### config.mk
export PLATFORM = sky130hd
export DESIGN_NAME = pulse_cmd_arbiter
export DESIGN_NICKNAME = d
export VERILOG_FILES = /design/src/rtl/pulse_cmd_pkg.sv /design/src/rtl/rr_select.sv /design/src/rtl/pulse_cmd_arbiter.sv
export SDC_FILE = /design/constraint.sdc
export NUM_CORES = 1
export LEC_CHECK = 0
export CAP_MARGIN = 25
export CORE_MARGIN = 1
export CORE_UTILIZATION = 35
export DETAILED_ROUTE_END_ITERATION = 10
export HOLD_SLACK_MARGIN = 0.1
export PLACE_DENSITY = 0.79
export RECOVER_POWER = 25
export SLEW_MARGIN = 15
export SYNTH_ARGS = -nofsm -noshare
export SYNTH_HDL_FRONTEND = slang
export SYNTH_SLANG_ARGS = --single-unit
### constraint.sdc
create_clock -name clk -period 3.3 [get_ports clk]
set_input_delay 0.33 -clock clk [delete_from_list [all_inputs] [get_ports clk]]
set_output_delay 0.33 -clock clk [all_outputs]
set_load 0.1 [all_outputs]
### src/rtl/pulse_cmd_pkg.sv
// Shared constants for the pulse command path.
// Used by the command arbiter and pulse_gen.
package pulse_cmd_pkg;

    localparam int CMD_W      = 32;
    localparam int OP_MSB     = 31;
    localparam int OP_LSB     = 24;
    localparam int COARSE_MSB = 23;
    localparam int COARSE_LSB = 8;
    localparam int FINE_MSB   = 7;
    localparam int FINE_LSB   = 0;

    localparam logic [7:0] OP_RESET_CLOCK = 8'd0;
    localparam logic [7:0] OP_SEND_PULSE  = 8'd1;
    localparam logic [7:0] OP_SET_PERIOD  = 8'd2;

    typedef enum logic {
        ST_IDLE,
        ST_LOCK
    } arb_state_t;

    function automatic logic op_legal(input logic [CMD_W-1:0] word);
        return word[OP_MSB:OP_LSB] <= OP_SET_PERIOD;
    endfunction

endpackage

### src/rtl/rr_select.sv
// Rotating-base priority pick: first set request at or after base.
// Index wraps modulo NUM_REQ.
module rr_select #(
    parameter int NUM_REQ = 4
) (
    input  logic [NUM_REQ-1:0] req,
    input  logic [2:0]         base,
    output logic [2:0]         index,
    output logic               any
);

    logic [2*NUM_REQ-1:0] dbl;
    logic [NUM_REQ-1:0]   rot;
    logic [3:0]           off;
    logic [3:0]           sum;

    // Rotate by base via a doubled vector, then take the lowest set bit.
    always_comb begin
        dbl = {req, req};
        rot = NUM_REQ'(dbl >> base);
        off = '0;
        for (int k = NUM_REQ - 1; k >= 0; k--) begin
            if (rot[k]) off = 4'(k);
        end
        sum = 4'(base) + off;
        if (sum >= 4'(NUM_REQ)) sum = sum - 4'(NUM_REQ);
        index = sum[2:0];
        any   = |req;
    end

endmodule

### src/rtl/pulse_cmd_arbiter.sv
// Burst-locking round-robin arbiter feeding the pulse command FIFO.
// Drops illegal opcodes and force-releases stalled bursts.
module pulse_cmd_arbiter
    import pulse_cmd_pkg::*;
#(
    parameter int NUM_REQ = 4,
    parameter int TIMEOUT = 255
) (
    input  logic                     clk,
    input  logic                     rst,
    input  logic [NUM_REQ-1:0]       req_valid,
    input  logic [CMD_W*NUM_REQ-1:0] req_data,
    input  logic [NUM_REQ-1:0]       req_last,
    output logic [NUM_REQ-1:0]       req_ready,
    input  logic                     fifo_full,
    output logic                     fifo_write,
    output logic [CMD_W-1:0]         fifo_data,
    output logic [2:0]               grant_id,
    output logic                     busy,
    output logic                     illegal_cmd,
    output logic                     timeout_err
);

    arb_state_t state, state_n;

    logic [2:0]         gid, gid_n, gid_inc;
    logic [2:0]         rr_ptr, rr_n;
    logic [15:0]        cnt, cnt_n;
    logic               ill_n, tmo_n;
    logic [NUM_REQ-1:0] sel;
    logic [CMD_W-1:0]   word;
    logic               gv, gl, legal, xfer, tmo_hit;
    logic [2:0]         pick;
    logic               pick_any;

    rr_select #(
        .NUM_REQ(NUM_REQ)
    ) u_rr_select (
        .req  (req_valid),
        .base (rr_ptr),
        .index(pick),
        .any  (pick_any)
    );

    always_comb begin
        sel  = '0;
        word = '0;
        for (int i = 0; i < NUM_REQ; i++) begin
            sel[i] = (gid == 3'(i));
            if (sel[i]) word = req_data[CMD_W*i +: CMD_W];
        end
        gv      = |(req_valid & sel);
        gl      = |(req_last & sel);
        legal   = op_legal(word);
        gid_inc = (gid == 3'(NUM_REQ - 1)) ? 3'd0 : gid + 3'd1;
    end

    assign busy     = (state == ST_LOCK);
    assign grant_id = busy ? gid : 3'd0;
    assign xfer     = busy && gv && !fifo_full;
    // A full FIFO freezes the idle count as well as the transfer.
    assign tmo_hit  = busy && !gv && !fifo_full &&
                      (17'(cnt) + 17'd1 >= 17'(TIMEOUT));

    assign req_ready  = (busy && !fifo_full && !rst) ? sel : '0;
    assign fifo_write = xfer && legal && !rst;
    assign fifo_data  = fifo_write ? word : '0;

    always_comb begin
        state_n = state;
        gid_n   = gid;
        rr_n    = rr_ptr;
        cnt_n   = cnt;
        ill_n   = 1'b0;
        tmo_n   = 1'b0;
        unique case (state)
            ST_IDLE: begin
                if (pick_any) begin
                    state_n = ST_LOCK;
                    gid_n   = pick;
                    cnt_n   = '0;
                end
            end
            ST_LOCK: begin
                ill_n = xfer && !legal;
                if (xfer) begin
                    cnt_n = '0;
                    if (gl) begin
                        state_n = ST_IDLE;
                        rr_n    = gid_inc;
                    end
                end else if (tmo_hit) begin
                    state_n = ST_IDLE;
                    rr_n    = gid_inc;
                    cnt_n   = '0;
                    tmo_n   = 1'b1;
                end else if (!gv && !fifo_full) begin
                    cnt_n = cnt + 16'd1;
                end
            end
        endcase
    end

    always_ff @(posedge clk) begin
        if (rst) begin
            state       <= ST_IDLE;
            gid         <= '0;
            rr_ptr      <= '0;
            cnt         <= '0;
            illegal_cmd <= 1'b0;
            timeout_err <= 1'b0;
        end else begin
            state       <= state_n;
            gid         <= gid_n;
            rr_ptr      <= rr_n;
            cnt         <= cnt_n;
            illegal_cmd <= ill_n;
            timeout_err <= tmo_n;
        end
    end

endmodule

==> results.py <==
metrics = {
    "clocking": {
        "insertion_delay_ps": 270,
        "htreeDepth": 1,
        "clockBufferDepth": 2,
        "cts_root_buffer": "clkbuf_8",
        "holdBufCountCts": 0,
        "cts_sinks": 25,
        "clk_pin_slew_worst_paths_ps": 90,
        "cts_buffers": 3,
        "cts_tree": "done",
    },
    "logic_synthesis": {
        "yosysSeqAreaShare_pct": 18.4,
        "synthMuxAreaShare_pct": 4.19,
        "synth.top_cells.by_count": "a21oi_1 (38), nor2_1 (38), nor3_1 (32)",
        "yosys.area.top_type": "dfxtp_1",
        "yosys.area_share.simple_pct": 32.1,
        "synth-compound-area-share_pct": 32.6,
        "ys_dominant_reg_cell": "dfxtp_1",
        "synth_top_area_share_pct": 18.4,
        "synthAdderAreaFrac_pct": 4.42,
        "synth_xor_area_share_pct": 0.323,
        "ys_top_cells_by_area": "dfxtp_1 (18%), a22oi_1 (7.7%), a21oi_1 (7.0%)",
        "ys_types": 60,
        "syn_area_um2": 2720,
        "synth_cells": 388,
        "avgSynthCellArea_um2": 7.00,
        "ys_ff_latch": 25,
        "yosys_warnings": 0,
        "synth_top_family_by_area": "compound AO/OA/AOI/OAI gates",
        "async_flop_share_pct": 0,
        "synth_edf_count": 0,
    },
    "global_routing": {
        "grt_pass1_wl_um": 17300,
        "track_usage_pct": 25.7,
        "use_met3_pct": 5.58,
        "grt_max_degree": 51,
        "global_route.usage.met2_pct": 46.9,
        "first_global_vias": 3505,
        "grt_overflow_total": 0,
        "grt.met1_usage_pct": 30.0,
        "busiest_layer": "met2",
        "antenna_found_initial": 0,
    },
    "route": {
        "vias": 3574,
        "ant_nets": 0,
        "drc": 0,
        "wl_per_cell_um": 16.7,
        "wl_um": 10800,
        "viasPerCell": 5.52,
        "drt-initial-drc-count": 152,
        "firstDrtPassIters": 4,
    },
    "layout": {
        "register_area_um2": 503,
        "drive_above_1_share_pct": 17.7,
        "area_growth_pct": 89.0,
        "final_core_util_pct": 69.6,
        "nFillCells": 591,
        "multi_input_area_um2": 2270,
        "antenna_cells": 0,
        "instances_no_fill": 648,
        "final_nets": 698,
    },
    "floorplanning": {
        "die_h_um": 90.1,
        "initial_utilization_pct": 36.8,
        "die-area_um2": 8110,
        "rows": 31,
        "ios": 182,
        "coreArea_um2": 7370,
        "die_w_um": 90.1,
    },
    "pwr": {
        "p_per_area_nw_per_um2": 228,
        "power_w": 0.00117,
        "peakVddDrop_v": 0.000151,
        "p_leak_nw": 1.87,
    },
    "timing": {
        "slew_viol_final": 0,
        "setup_slack_ps": 198,
        "fin_crit_sh_pct": 94.0,
        "timing.final.crit_period_ps": 3100,
        "finalClockSkew_ps": 2.41,
        "fmaxAchievable_mhz": 322,
        "rsz0062_at_grt": "no",
        "maxSlewHeadroom_pct": 22.6,
        "tightest_slew_ps": 1170,
        "setup_viol": 0,
        "final_hold_viol_count": 0,
    },
    "placement": {
        "dp_slack_ps": 391,
        "hpwl_um": 8750,
        "place_congestion": 0.908,
        "io_buffers": 175,
        "dp_cells": 644,
    },
    "setup_path": {
        "r2r-end": "cnt[1]",
        "crit_path_start": "gid[1]",
        "crit_arrival_ps": 2770,
        "end_kind": "primary output",
        "r2r_cells": 6,
        "setup.worst_path.end": "fifo_data[7]",
        "crit_required_ps": 2970,
        "start_kind": "register",
        "path_max_fanout": 21,
        "crit_type": "reg2out",
        "r2r_slack_ps": 750,
        "r2r-start": "cnt[3]",
    },
    "min_path": {
        "hold_path.class": "reg2reg",
    },
    "status": {
        "status": "finished, final reports clean",
    },
    "job": {
        "drv_cap": 0,
    },
}
==> worst max-delay path, cell delays in order, from the launching register on <==
cell       delay, ps
dfxtp_1          390
inv_1             90
ha_1             320
nand3b_1         210
a31oi_1          220
nand2_1           90
o221a_2          300
o2bb2ai_4        320
buf_12           270
nor3_2           100
buf_12           180
==> final cells by class <==
| type | count | share of cell area, % |
|---|---|---|
| Clock buffer | 3 | 0.805 |
| Timing Repair Buffer | 190 | 42.0 |
| Sequential cell | 25 | 9.80 |
| Tap cell | 99 | 2.41 |
| Clock inverter | 1 | 0.146 |
| Inverter | 8 | 0.585 |
| Multi-Input combinational cell | 322 | 44.2 |
==> report_power, final <==
group	internal, W	switching (W)	leakage (nW)
Clock	0.0000856	0.000104	0.0217
Sequential	0.000308	0.0000110	0.203
Combinational	0.000317	0.000343	1.65
Total	0.000710	0.000458	1.87
==> routing by layer <==
layer / part of all wire [%] / up-vias
met1: 39 / 1637
met3: 7.2 / 18
met4: 2.5 / 0
met2: 52 / 147
li1: - / 1772
met5: 0 / -
==> state kept, by name, summed over array words and instances, names as in the netlist <==
| name | count |
|---|---|
| cnt | 16 |
| gid | 3 |
| rr_ptr | 3 |
| busy | 1 |
| illegal_cmd | 1 |
| timeout_err | 1 |
==> metrics by stage <==
| step | cell area [um^2] | hold WS [ps] | setup TNS (ps) |
|---|---|---|---|
| floorplan | 2950 | 445 | -3590 |
| global route | 5130 | 510 | 0 |
| detailed placement | 5090 | 476 | 0 |
| global placement | 5090 | 464 | 0 |
| finish | 5130 | 496 | 0 |
| CTS | 5140 | 494 | 0 |
==> placed cells by master, fill, tap and decap left out, drive strengths merged, types with 6 or more instances in the layout <==
cell type	n
o21ai	16
a211oi	24
clkdlybuf4s50	139
and2	13
a21oi	38
a22oi	28
nand2	18
conb	6
inv	8
mux2i	8
nor3	32
nor2	38
nor2b	10
buf	43
nand4	6
clkbuf	7
dfxtp	25
ha	8
nand3	9
nand2b	6
==> cells by family (layout without fill, tap and decap cells) <==
family	after synthesis	count (layout)
buf+inv	46	202
simple gates	162	162
fa+ha+maj	9	9
other cells	1	6
compound gates	133	133
mux	11	11
flops	25	25
xor+xnor	1	1
==> repair_timing <==
| item | CTS | global route |
|---|---|---|
| gates resized for setup | 0 | 2 |
| endpoints found under the setup margin | 0 | 20 |
| hold endpoints to repair | 0 | 0 |
| setup buffers | 0 | 0 |
==> worst min path at each step <==
stage               slack (ps)  depth (start not counted)     from      end
detailed placement         480                          1  cnt[10]  cnt[10]
global placement           460                          2   cnt[6]   cnt[6]
CTS                        490                          2  cnt[12]  cnt[12]
finish                     500                          2  cnt[12]  cnt[12]
global route               510                          1  cnt[10]  cnt[10]
floorplan                  450                          2  cnt[12]  cnt[12]
Power figures use the tool's default switching activity.
